$ cat config.mk
export PLATFORM = sky130hd
export DESIGN_NAME = muxn_seq
export DESIGN_NICKNAME = d
export VERILOG_FILES = /design/src/rtl/muxn_seq.sv
export SDC_FILE = /design/constraint.sdc
export NUM_CORES = 1
export LEC_CHECK = 0
export ABC_AREA = 1
export BUFFER_PORTS_ARGS = -buffer_cell sky130_fd_sc_hd__buf_2
export CAP_MARGIN = 40
export CORE_MARGIN = 4
export CORE_UTILIZATION = 49
export DETAILED_ROUTE_END_ITERATION = 10
export GPL_TIMING_DRIVEN = 0
export PLACE_DENSITY_LB_ADDON = 0.08
export SLEW_MARGIN = 20
export SYNTH_ARGS = -nofsm -noshare
export SYNTH_HDL_FRONTEND = slang
export SYNTH_SLANG_ARGS = --single-unit
$ cat constraint.sdc
create_clock -name clk -period 3 [get_ports clk]
set_clock_uncertainty 0.05 [all_clocks]
set_input_delay 0.15 -clock clk [delete_from_list [all_inputs] [get_ports clk]]
set_output_delay 0.15 -clock clk [all_outputs]
set_load 0.01 [all_outputs]
$ cat src/rtl/muxn_seq.sv
// muxn_seq: N-to-1, WIDTH-bit multiplexer with a registered output and an
// internal selection sequencer (direct select, masked round-robin, hold).
// Optional switch counter output sw_cnt is built when MUXN_SEQ_SWCNT_EN is
// defined; without it the port and counter are absent.
module muxn_seq #(
    parameter int WIDTH = 8,
    parameter int N     = 4,
    localparam int SELW = $clog2(N)
) (
    input  logic                 clk,
    input  logic                 rst_n,
    input  logic [N*WIDTH-1:0]   d,
    input  logic [N-1:0]         en_mask,
    input  logic [1:0]           mode,
    input  logic [SELW-1:0]      sel_in,
    input  logic                 advance,
    output logic [WIDTH-1:0]     z,
    output logic                 z_valid,
    output logic [SELW-1:0]      sel_cur
`ifdef MUXN_SEQ_SWCNT_EN
    ,
    output logic [15:0]          sw_cnt
`endif
);

    localparam logic [1:0] MODE_DIRECT = 2'b00;
    localparam logic [1:0] MODE_RR     = 2'b01;

    logic [SELW-1:0] rr_sel;
    logic [SELW-1:0] sel_next;
    logic            sel_in_ok;
    logic            kill_valid;
    logic            valid_next;

    // Round-robin search: first enabled channel after sel_cur, wrapping mod N.
    // If nothing else is enabled the selection stays put.
    always_comb begin
        rr_sel = sel_cur;
        for (int k = N - 1; k >= 1; k--) begin
            int idx;
            idx = int'(sel_cur) + k;
            if (idx >= N) begin
                idx = idx - N;
            end
            // Walking from the farthest candidate down leaves the nearest one.
            if (en_mask[idx]) begin
                rr_sel = SELW'(idx);
            end
        end
    end

    // Next selection and validity for the current mode.
    always_comb begin
        sel_next   = sel_cur;
        kill_valid = 1'b0;
        sel_in_ok  = (int'(sel_in) < N);
        case (mode)
            MODE_DIRECT: begin
                if (sel_in_ok) begin
                    sel_next = sel_in;
                end else begin
                    kill_valid = 1'b1;
                end
            end
            MODE_RR: begin
                if (advance) begin
                    sel_next = rr_sel;
                end
            end
            default: begin
                sel_next = sel_cur;
            end
        endcase
        // An empty mask never marks sel_cur enabled, so validity drops here too.
        valid_next = en_mask[sel_next] & ~kill_valid;
    end

    // Output and selection registers; data is resampled every cycle.
    always_ff @(posedge clk) begin
        if (!rst_n) begin
            sel_cur <= '0;
            z       <= '0;
            z_valid <= 1'b0;
        end else begin
            sel_cur <= sel_next;
            z       <= d[int'(sel_next)*WIDTH +: WIDTH];
            z_valid <= valid_next;
        end
    end

`ifdef MUXN_SEQ_SWCNT_EN
    // Saturating count of edges where the selection moves.
    always_ff @(posedge clk) begin
        if (!rst_n) begin
            sw_cnt <= '0;
        end else if ((sel_next != sel_cur) && (sw_cnt != 16'hFFFF)) begin
            sw_cnt <= sw_cnt + 16'd1;
        end
    end
`endif

endmodule

==> After elaboration in Yosys (flattened, before gate mapping) <==
Index checks and enable logic that the tools add are counted.
{ "op_classes": {"add_sub_neg": 6, "mul": 0, "div": 0, "order_cmp": 7, "n_eq_ne": 1, "n_shift": 1, "n_mux": 19, "n_bitwise": 0, "n_reduce_logical": 1} }
{ "op_table": {"columns": ["cell", "n"], "rows": [
  ["32-bit by 4-bit less-than comparator with 1-bit output, second input constant", 3],
  ["32-bit two-way mux", 3],
  ["32-bit by 6-bit variable part select with 8-bit output", 1],
  ["3-bit by 3-bit subtractor with 4-bit output, second input constant", 3],
  ["3-bit greater-or-equal comparator, second input constant", 3],
  ["1-bit binary-select mux with 2-bit select", 4],
  ["2-bit two-way mux", 4],
  ["1-bit two-way mux", 7],
  ["2-bit by 2-bit adder with 3-bit output, second input constant", 2],
  ["2-bit case mux with 2 select lines", 1],
  ["2-bit by 1-bit adder with 3-bit output, second input constant", 1],
  ["2-bit by 3-bit less-than comparator with 1-bit output, second input constant", 1],
  ["2-bit by 1-bit equality test with 1-bit output, second input constant", 1],
  ["2-bit zero test", 1]
]} }
{ "totals": {"regBits": 11, "latch_bits": 0, "ram_bits": 0, "romBits": 0, "elab_cells": 38, "memories": 0} }

==> Logic depth before layout (Yosys ltp) <==
{ "logic_depth": {"ltp_word": 13, "mapped_depth": 16, "depth_no_buf": 14} }

==> Worst setup path before layout <==
No wires, ideal clock.
{ "synth_path": {"path_type": "register to register", "from": "register sel_cur[0]", "to": "register z[0]", "setup_ns": 0.141, "t_arrival_ns": 1.586, "required_time_ns": 2.809, "path_slack_ns": 1.223, "path_stages_with_launch": 16, "synth_period_minus_slack_ns": 1.777, "cell_sequence": "dfxtp_1 -> buf_6 -> inv_8 -> nand3_1 -> nand2_1 -> nor2_2 -> nand2_1 -> nand2_2 -> nand2_1 -> nand2_2 -> nand3_4 -> nand2_4 -> buf_6 -> nand2_2 -> nand3_2 -> a21oi_2"} }
{ "synth_via": {"elab_chain_len": 12, "word_cells_on_any_way": 27, "classes_between": "add/sub: 6; order compare: 3; shift: 1; mux: 17"} }
{ "synth_rtl": {"columns": ["element", "line_no", "text"], "rows": [
  ["start, declared", "19", "output logic [SELW-1:0] sel_cur"],
  ["start signal, assigned", "85", "sel_cur <= sel_next;"],
  ["2-bit by 2-bit adder with 3-bit output", "41", "idx = int'(sel_cur) + k;"],
  ["3-bit by 3-bit subtractor with 4-bit output / 3-bit greater-or-equal comparator (equally long branches)", "43, 42", null],
  ["32-bit two-way mux", "42", "if (idx >= N) begin"],
  ["1-bit binary-select mux with 2-bit select", "46", "if (en_mask[idx]) begin"],
  ["1-bit two-way mux (not written as such) (2 in series)", "46", null],
  ["2-bit two-way mux (3 in series)", "46", null],
  ["2-bit two-way mux", "66", "if (advance) begin"],
  ["2-bit case mux with 2 select lines (*)", "57", "case (mode)"],
  ["32-bit by 6-bit variable part select with 8-bit output (*)", "86", "z <= d[int'(sel_next)*WIDTH +: WIDTH];"],
  ["end signal, assigned", "86", null],
  ["end, declared", "17", "output logic [WIDTH-1:0] z,"]
]} }
Every way passes the cells marked *; elsewhere a longest branch is shown, timed or not. The select of a mux whose other input is x is not followed.
A chain may end at the register's enable or synchronous reset.

==> Worst setup path after layout <==
{ "layout_path": {"from": "register sel_cur[0]", "to": "register z[5]"} }
The elaborated chain is that of the path after synthesis.

==> results.json <==
{
  "status": "finished, final reports clean",
  "clk_pin_slew_worst_paths_ns": 0.08,
  "routabilityCongestion": 0.810,
  "maxCapViolCount": 0,
  "rsz0062_at_grt": "no",
  "drtIter0Drc": 13,
  "antenna_found_initial": 0,
  "die_width_um": 54.5,
  "ys_seq_area_share_pct": 20.8,
  "postCtsSetupRepairBufs": 0,
  "syn-instance-count": 162,
  "clk_path_buf_depth": 2,
  "crit_required_ns": 3.08,
  "vias": 1189,
  "postRouteAntennaNets": 0,
  "regToRegSetupSlack_ns": 1.02,
  "synth_top_family_by_area": "simple AND/OR/NAND/NOR gates",
  "grt-ovfl-total": 0,
  "leakage_uw": 0.000798,
  "first_pass_iters": 4,
  "worstMarginPinSlew_ns": 0.664,
  "grt-busiest-layer": "met2",
  "met3_usage_pct": 4.36,
  "post_cts_resize_count": 0,
  "fillerInstances": 194,
  "antennaDiodeCount": 0,
  "wl_per_cell_um": 11.2,
  "fmax_mhz": 506,
  "grt_pass1_wl_um": 4330,
  "yosys.area_share.simple_pct": 50.0,
  "crit_arrival_ns": 2.06,
  "synth_xor_area_share_pct": 0,
  "grt_use_total_pct": 20.2,
  "die_h_um": 54.5,
  "io_buffers": 53,
  "setup_viol": 0,
  "dieArea_sq_mm": 0.00297,
  "syn_area_sq_mm": 0.00106,
  "cts_sinks": 11,
  "dpl.hpwl_um": 2210,
  "min_path_type": "input pin to flop",
  "critPathCaptureType": "flop",
  "synth_compound_area_share_pct": 11.8,
  "yosysUniqueCellTypes": 21,
  "num_rows": 16,
  "drc": 0,
  "period_share_pct": 65.9,
  "fp.coreArea_sq_mm": 0.00200,
  "grt_util_met1_pct": 22.2,
  "finish.utilization_pct": 69.3,
  "period_minus_slack_ns": 1.98,
  "cts-root-buf": "clkbuf_4",
  "slew_headroom_pct": 55.7,
  "cts_buffers": 3,
  "initial_core_util_pct": 53.0,
  "clk_latency_ns": 0.26,
  "peakVddDrop_uv": 217,
  "boundaryPins": 54,
  "ys_warn_count": 0,
  "setup_tns_ns": 0,
  "synth_nets": 205,
  "start_kind": "flop",
  "cts_hold_buf": 0,
  "cts_htree_levels": 1,
  "hold_viol": 0,
  "grt_max_degree": 11,
  "finalMaxSlewViolations": 0,
  "crit_path_max_fanout": 10,
  "synthMuxAreaShare_pct": 0,
  "synthAdderAreaFrac_pct": 0,
  "drive_above_1_share_pct": 46.1,
  "worstSetupPathType": "flop to flop",
  "gr-usage-met2_pct": 38.2,
  "wl_um": 2770,
  "routed_via_density": 4.83,
  "avgSynthCellArea_sq_um": 6.55,
  "p_per_area_mw_per_mm2": 372,
  "ys_ff_latch": 11,
  "syn_to_final_growth_pct": 30.7,
  "final_net_count": 263,
  "grt_pass1_vias": 1080,
  "tritoncts": "done"
}
Yosys cell counts:
library cell,instances,area [sq um]
a21oi_1,3,15.0
a21oi_2,11,96.3
buf_2,1,5.00
buf_6,3,33.8
clkbuf_1,2,7.51
dfxtp_1,11,220
inv_1,31,116
inv_2,3,11.3
inv_8,1,11.3
nand2_1,34,128
nand2_2,12,75.1
nand2_4,1,11.3
nand3_1,20,100
nand3_2,10,100
nand3_4,1,17.5
nand3b_1,9,67.6
nor2_1,4,15.0
nor2_2,1,6.26
nor3_1,2,10.0
o21ai_1,1,5.00
o21ai_2,1,8.76
report_power, final:
part	total [uW]	leakage, uW	switching (uW)	internal, uW
combinational	243	0.000691	143	99.9
clock	105	0.0000150	53.2	51.4
sequential	169	0.0000916	5.75	163
cells by family (layout without fill, tap and decap cells):
kind of cell	count (synthesis)	after routing
AND/OR/NAND/NOR	94	94
buffers and inverters	41	98
AO/OA/AOI/OAI	16	16
flip-flops	11	11
metrics by stage:
stage	hold WS, ns	setup slack [ns]	area (sq um)	instances	total power, uW
3_5_place_dp	0.348	1.04	1360	242	416
5_1_grt	0.0799	0.807	1390	246	557
6_report	0.0689	1.02	1390	246	516
4_1_cts	0.0702	1.02	1390	246	517
2_1_floorplan	0.238	1.22	1060	162	342
3_3_place_gp	0.343	1.10	1360	242	408
final cells by class:
type / instances / area (sq um) / share of cell area [%]
buffer: 6 / 46.3 / 3.34
clock buffer: 4 / 26.3 / 1.90
inverter: 35 / 139 / 10.0
multi-input combinational: 110 / 656 / 47.3
sequential: 11 / 220 / 15.9
tap: 27 / 33.8 / 2.44
timing repair buffer: 53 / 265 / 19.1
registers in the layout (all words and copies together), names as in the netlist:
| signal | count |
|---|---|
| z | 8 |
| sel_cur | 2 |
| z_valid | 1 |
critical path, stage by stage, from the launching register on:
cell and delay, ns:
dfxtp_1 0.35, buf_6 0.16, nand2_1 0.07, o21ai_2 0.08, nand2_1 0.10, nand2_1 0.07, nand2_1 0.06, nand2_2 0.07
nand2_1 0.06, nand2_2 0.08, nand3_4 0.14, nand2_4 0.16, buf_6 0.19, nand2_2 0.06, nand3_2 0.06, a21oi_2 0.05
metal layers:
| layer | part of all wire, % | up-vias |
|---|---|---|
| li1 | - | 620 |
| met4 | 0.47 | 0 |
| met1 | 40 | 529 |
| met3 | 5.8 | 2 |
| met2 | 53 | 38 |
| met5 | 0 | - |
final timing paths:
check,startpoint,to,depth (start not counted)
hold reg to reg,sel_cur[1],z[0],6
setup / recovery,sel_cur[0],z[5],15
setup reg to reg,sel_cur[0],z[5],15
hold / removal,rst_n,z_valid,3
cells in the final DEF, fill, tap and decap left out, drive strengths merged:
| cell | Yosys | final |
|---|---|---|
| a21oi | 14 | 14 |
| buf | 4 | 57 |
| clkbuf | 2 | 6 |
| dfxtp | 11 | 11 |
| inv | 35 | 35 |
| nand2 | 47 | 47 |
| nand3 | 31 | 31 |
| nand3b | 9 | 9 |
| nor2 | 5 | 5 |
| nor3 | 2 | 2 |
| o21ai | 2 | 2 |
Power figures use the tool's default switching activity.
